### src/rtl/dmem_arbiter.sv
// Data-memory arbiter: CPU MEM stage vs. DMA, zero-wait grants, locked DMA bursts.
// Optional DMA anti-starvation counter enabled by defining DMEM_ARB_STARVE_EN.
module dmem_arbiter #(
  parameter int unsigned DATA_W       = 32,
  parameter int unsigned ADDR_W       = 32,
  parameter int unsigned STARVE_LIMIT = 8
) (
  input  logic              clk_i,
  input  logic              rst_i,
  input  logic              cpu_req_i,
  input  logic              cpu_we_i,
  input  logic [ADDR_W-1:0] cpu_addr_i,
  input  logic [DATA_W-1:0] cpu_wdata_i,
  output logic              cpu_ack_o,
  output logic              cpu_stall_o,
  output logic [DATA_W-1:0] cpu_rdata_o,
  input  logic              dma_req_i,
  input  logic              dma_we_i,
  input  logic              dma_lock_i,
  input  logic [ADDR_W-1:0] dma_addr_i,
  input  logic [DATA_W-1:0] dma_wdata_i,
  output logic              dma_ack_o,
  output logic [DATA_W-1:0] dma_rdata_o,
  output logic              mem_rd_o,
  output logic              mem_wr_o,
  output logic [ADDR_W-1:0] mem_addr_o,
  output logic [DATA_W-1:0] mem_wdata_o,
  input  logic [DATA_W-1:0] mem_rdata_i
);

  typedef enum logic [1:0] {StIdle, StCpu, StDma, StDmaLock} state_e;

  state_e state_q, state_d;
  logic   cpu_gnt, dma_gnt, force_dma;

`ifdef DMEM_ARB_STARVE_EN
  localparam logic [7:0] Limit = 8'(STARVE_LIMIT);

  logic [7:0] starve_q, starve_d;

  always_comb begin
    starve_d = starve_q;
    if (dma_gnt) begin
      starve_d = 8'd0;
    end else if (dma_req_i && !rst_i && (starve_q != Limit)) begin
      starve_d = starve_q + 8'd1;
    end
  end

  always_ff @(posedge clk_i or posedge rst_i) begin
    if (rst_i) begin
      starve_q <= 8'd0;
    end else begin
      starve_q <= starve_d;
    end
  end

  assign force_dma = dma_req_i && (starve_q == Limit);
`else
  assign force_dma = 1'b0;
`endif

  always_ff @(posedge clk_i or posedge rst_i) begin
    if (rst_i) begin
      state_q <= StIdle;
    end else begin
      state_q <= state_d;
    end
  end

  // Grant decision; reset masks every grant so all outputs fall to 0 immediately.
  always_comb begin
    cpu_gnt = 1'b0;
    dma_gnt = 1'b0;
    if (!rst_i) begin
      if ((state_q == StDmaLock) && dma_req_i && dma_lock_i) begin
        dma_gnt = 1'b1;
      end else if (force_dma) begin
        dma_gnt = 1'b1;
      end else if (cpu_req_i) begin
        cpu_gnt = 1'b1;
      end else if (dma_req_i) begin
        dma_gnt = 1'b1;
      end
    end
  end

  always_comb begin
    state_d = StIdle;
    if (cpu_gnt) begin
      state_d = StCpu;
    end else if (dma_gnt) begin
      state_d = dma_lock_i ? StDmaLock : StDma;
    end
  end

  always_comb begin
    cpu_ack_o   = cpu_gnt;
    dma_ack_o   = dma_gnt;
    cpu_stall_o = cpu_req_i && !cpu_gnt && !rst_i;
    cpu_rdata_o = '0;
    dma_rdata_o = '0;
    mem_rd_o    = 1'b0;
    mem_wr_o    = 1'b0;
    mem_addr_o  = '0;
    mem_wdata_o = '0;
    if (cpu_gnt) begin
      mem_rd_o    = !cpu_we_i;
      mem_wr_o    = cpu_we_i;
      mem_addr_o  = cpu_addr_i;
      mem_wdata_o = cpu_wdata_i;
      if (!cpu_we_i) begin
        cpu_rdata_o = mem_rdata_i;
      end
    end else if (dma_gnt) begin
      mem_rd_o    = !dma_we_i;
      mem_wr_o    = dma_we_i;
      mem_addr_o  = dma_addr_i;
      mem_wdata_o = dma_wdata_i;
      if (!dma_we_i) begin
        dma_rdata_o = mem_rdata_i;
      end
    end
  end

endmodule

### config.mk
export PLATFORM = sky130hd
export DESIGN_NAME = dmem_arbiter
export DESIGN_NICKNAME = d
export VERILOG_FILES = /design/src/rtl/dmem_arbiter.sv
export SDC_FILE = /design/constraint.sdc
export NUM_CORES = 1
export LEC_CHECK = 0
export CAP_MARGIN = 0
export CORE_AREA = 2 2 115 117
export CTS_BUF_LIST = sky130_fd_sc_hd__clkbuf_2
export DETAILED_ROUTE_END_ITERATION = 12
export DIE_AREA = 0 0 117 119
export GPL_TIMING_DRIVEN = 0
export SYNTH_ARGS = -nofsm -noshare
export SYNTH_HDL_FRONTEND = slang
export SYNTH_SLANG_ARGS = --single-unit
### constraint.sdc
create_clock -name clk_i -period 3.2 [get_ports clk_i]
set_input_delay 0.64 -clock clk_i [delete_from_list [all_inputs] [get_ports clk_i]]
set_output_delay 0.64 -clock clk_i [all_outputs]
set_load 0.01 [all_outputs]
==> Word level (Yosys, flattened, before mapping) <==
Cells that the tools add are included.
{ "word_totals": {"register_bits": 2, "out_inout_bits": 133, "elab_cells": 33} }
{ "op_classes": {"n_eq_ne": 1, "n_mux": 23, "reduce_logical": 8} }
{ "ops": {"columns": ["operator", "count"], "rows": [
  ["$mux 32", 9],
  ["$mux 1", 12],
  ["$logic_and 1x1->1", 4],
  ["$logic_not 1->1", 4],
  ["$mux 2", 2],
  ["$eq 2x2->1 const B", 1]
]} }

==> Logic depth before layout (Yosys ltp) <==
{ "depth": {"word_depth": 8, "depth_mapped": 5} }

==> Least setup slack after synthesis <==
OpenSTA, ideal clock, no wires.
{ "synth_timing": {"path_type": "input to output", "start": "input port rst_i", "end": "output port dma_rdata_o[10]", "path_buffers": 1, "path_stages": 4, "arrival_ps": 1483, "required_time_ps": 2560, "slack_ps": 1077, "cell_sequence": "nand2b_1 > a211oi_4 > buf_6 > and2_1"} }
{ "synth_between": {"elab_chain_cells": 3, "elab_cells_between_ends": 4} }
{ "synth_rtl": {"columns": ["item", "line", "text"], "rows": [
  ["start, declared", "9", "input logic rst_i,"],
  ["$mux 1", "75", "if (!rst_i) begin"],
  ["$mux 32", "115", "end else if (dma_gnt) begin"],
  ["$mux 32 *", "107", "if (cpu_gnt) begin"],
  ["end, declared", "23", "output logic [DATA_W-1:0] dma_rdata_o,"]
]} }
Every way passes the cells marked *; elsewhere a longest branch is shown, timed or not.

==> Worst setup path in the final report <==
{ "layout_timing": {"start": "input port cpu_req_i", "end": "output port cpu_rdata_o[10]"} }
{ "layout_between": {"elab_chain_cells": 4} }
{ "layout_rtl": {"columns": ["item", "line", "text"], "rows": [
  ["start, declared", "10", "input logic cpu_req_i,"],
  ["$mux 1", "80", "end else if (cpu_req_i) begin"],
  ["$mux 1", "76", "if ((state_q == StDmaLock) && dma_req_i && dma_lock_i) begin"],
  ["$mux 1", "75", null],
  ["$mux 32", "107", null],
  ["end, declared", "16", "output logic [DATA_W-1:0] cpu_rdata_o,"]
]} }
Every way passes these cells.

==> flow_summary.yaml <==
run_status:
  status: "complete, no violations"
sta:
  fin_hold_viols: 0
  period_needed_ps: 3000
  post-route-period-util_pct: 93.6
  grt_setup_unrepaired: "no"
  timing_worst_slew_pin_value_ps: 396
  finClkSkew_ps: 0.614
  timing.final.setup_violations: 0
  slew-limit-headroom_pct: 73.6
  timing.final.max_slew_violations: 0
  max_freq_mhz: 334
power:
  p_per_area_mw_per_mm2: 127
  power.ir.vdd_worst_uv: 72.4
  cellLeakagePower_nw: 1.95
logic_synthesis:
  ys_seq_area_share_pct: 3.83
  fraction_of_the_mapped_netlist_area_in_compound_gates_pct: 46.5
  synth_top_family_by_area: "compound AO/OA/AOI/OAI gates"
  synth_simple_gate_area_share_pct: 35.5
  yosys_warnings: 0
  synthDistinctLibCells: 17
  synth_top_area_share_pct: 43.5
  postSynthNetCount: 332
  yosys.area_share.adder_pct: 0
  avgSynthCellArea_um2: 7.92
  ys_top_cells_by_area: "sky130_fd_sc_hd__a22o_1 (44%), sky130_fd_sc_hd__and2_1 (31%), sky130_fd_sc_hd__buf_6 (11%), sky130_fd_sc_hd__dfrtp_1 (3.8%), sky130_fd_sc_hd__buf_2 (2.7%)"
  synthMuxAreaShare_pct: 0
  post_synth_xor_area_fraction_pct: 0
  number_of_standard_cells_after_synthesis: 165
  synthesis.area_mm2: 0.00131
  yosysTopAreaCell: "sky130_fd_sc_hd__a22o_1"
  synth_seq_cells: 2
routing:
  wl_per_instance_um: 15.8
  num_vias: 2545
  ant_nets: 0
  1st_iter_drt_viols: 68
  drc: 0
  avgViaCountPerCell: 3.93
  postRouteWirelength_um: 10200
  first_pass_iters: 4
clock_network:
  clock_sink_count: 2
  clock_tree_from_tritoncts: "yes"
  cts_hold_buffers: 0
  cts-root-to-sink-buffers: 2
  tritoncts.num_buffers: 3
  clock_pin_slew_on_the_worst_setup_and_hold_paths_ps: 30
  insertion_delay_ps: 180
  cts_root_buffer: "sky130_fd_sc_hd__clkbuf_2"
  cts-htree-levels: 1
setup_path:
  r2r-start: "state_q[1]$_DFF_PP0_"
  timing.critical_path.slowest_stage_cell: "sky130_fd_sc_hd__clkdlybuf4s50_1"
  rrSetupSlack_ps: 2460
  critical_path_required_ps: 2560
  cp_slowest_stage_delay_ps: 530
  timing.rr.end: "state_q[1]$_DFF_PP0_"
  timing_worst_setup_path_type: "input pin to output pin"
  cp_data_arrival_time_ps: 2360
  critical_path.endpoint_type: "output pin"
  crit_chain: "dlygate4sd2_1 > nand2b_4 > nor3_4 > buf_4 > buf_4 > and2_1 > clkdlybuf4s50_1"
  worst_r2r_path_depth: 2
  cp-start-kind: "input pin"
  crit_fanout: 10
  critical_path.most_common_cell: "sky130_fd_sc_hd__buf_4"
global_route:
  global_route.usage.met3_pct: 1.78
  wire_length_of_the_first_global_routing_pass_um: 14300
  grt_antenna_before_repair: 0
  first_global_vias: 2568
  groute.layer.met2.usage_pct: 23.7
  met1_capacity_usage_during_global_routing_pct: 16.4
  grt_use_total_pct: 13.1
  overflow: 0
  grt_start_max_net_pins: 11
  grt_busiest_layer: "met2"
die:
  die_x_um: 117
  core_area_mm2: 0.0129
  floorplan.die_area_mm2: 0.0139
  initial_core_util_pct: 10.2
  core.rowCount: 42
  chipHeight_um: 119
  design.portCount: 300
placed_design:
  placed_area_mm2: 0.00452
  io_buffers: 299
  dp_hpwl_um: 8900
  gp_congestion: 0.789
final_layout:
  reg_top3: "state_q x2"
  largest_register_ffs: 2
  area.growth.synth_to_final_pct: 253
  finish.utilization_pct: 35.8
  design.final.nets: 640
  layout-drive-gt1-share_pct: 7.64
  largest_register_by_flop_count: "state_q"
  final_area_mm2: 0.00461
  filler_cell_count: 1336
  antenna_cells: 0
hold_path:
  timing.hold.worst.class: "input pin to asynchronous set/reset pin"
run:
  max-cap-violations: 0
-- worst max-delay path: cells and delay by family --
family / cells / cell delay [ps]
buf+inv: 4 / 1280
simple gates: 3 / 410
-- cell type report --
class | instances | area [µm²] | share of cell area [%]
tap | 176 | 220 | 4.78
sequential | 2 | 50.0 | 1.09
inverter | 1 | 3.75 | 0.0814
buffer | 20 | 193 | 4.18
multi-input combinational | 142 | 1120 | 24.2
timing repair buffer | 303 | 3010 | 65.3
clock buffer | 3 | 15.0 | 0.326
-- through the flow --
stage          instances  power (mW)  setup WS (ps)  TNS [ps]  hold WS, ps
2_1_floorplan        165       0.171           1080         0          386
3_3_place_gp         640       0.539           -213    -11410          601
3_5_place_dp         640       0.543           -221    -13270          617
4_1_cts              647       0.591           1.99         0          651
5_1_grt              647       0.618            118         0          407
6_report             647       0.586            204         0          396
-- worst max-delay path by stage --
stage | from | slack (ps) | cells after the start | end
5_1_grt | cpu_req_i | 120 | 7 | cpu_rdata_o[10]
2_1_floorplan | rst_i | 1080 | 4 | dma_rdata_o[10]
3_3_place_gp | cpu_req_i | -210 | 6 | cpu_rdata_o[11]
3_5_place_dp | cpu_req_i | -220 | 6 | cpu_rdata_o[11]
6_report | cpu_req_i | 200 | 7 | cpu_rdata_o[10]
4_1_cts | dma_lock_i | 2 | 7 | dma_rdata_o[9]
-- synth_stat cells --
| library cell | number |
|---|---|
| sky130_fd_sc_hd__a21oi_2 | 1 |
| sky130_fd_sc_hd__nor3_2 | 1 |
| sky130_fd_sc_hd__a21oi_1 | 2 |
| sky130_fd_sc_hd__dfrtp_1 | 2 |
| sky130_fd_sc_hd__buf_6 | 13 |
| sky130_fd_sc_hd__a211oi_4 | 1 |
| sky130_fd_sc_hd__or2_2 | 1 |
| sky130_fd_sc_hd__a22o_1 | 65 |
| sky130_fd_sc_hd__and3_1 | 1 |
| sky130_fd_sc_hd__buf_2 | 7 |
| sky130_fd_sc_hd__nor2_2 | 1 |
| sky130_fd_sc_hd__inv_1 | 1 |
| sky130_fd_sc_hd__and2_1 | 64 |
| sky130_fd_sc_hd__nand2b_1 | 2 |
| sky130_fd_sc_hd__and4_1 | 1 |
| sky130_fd_sc_hd__nor2_1 | 1 |
| sky130_fd_sc_hd__nand3_2 | 1 |
-- cells by family after synthesis --
group	Yosys count
and+or+nand+nor	73
buffers and inverters	21
AOI/OAI and AO/OA	69
DFF	2
-- layer usage --
layer	share of wire, %	vias up
li1	-	1234
met2	51	135
met4	1.3	0
met5	0	-
met1	41	1164
met3	7.3	12
-- cell usage in the layout, fill, tap and decap left out, types with 3 or more instances in the layout --
master	count
sky130_fd_sc_hd__clkdlybuf4s50_1	269
sky130_fd_sc_hd__dlymetal6s2s_1	4
sky130_fd_sc_hd__buf_4	6
sky130_fd_sc_hd__dlygate4sd2_1	26
sky130_fd_sc_hd__and2_1	64
sky130_fd_sc_hd__buf_6	12
sky130_fd_sc_hd__a22o_1	65
sky130_fd_sc_hd__clkbuf_2	3
sky130_fd_sc_hd__buf_2	4
-- where the power goes --
| group | switching (mW) | internal (mW) | leakage, nW |
|---|---|---|---|
| Combinational | 0.167 | 0.353 | 1.91 |
| Sequential | 0.00134 | 0.0268 | 0.0260 |
| Clock | 0.0132 | 0.0249 | 0.0125 |
-- timing repair --
action | 4_1_cts | 5_1_grt
buffers inserted | 4 | 0
pin swaps | 4 | 1
endpoints found under the setup margin | 117 | 90
gates resized for setup | 38 | 6
(Power assumes the default switching activity.)
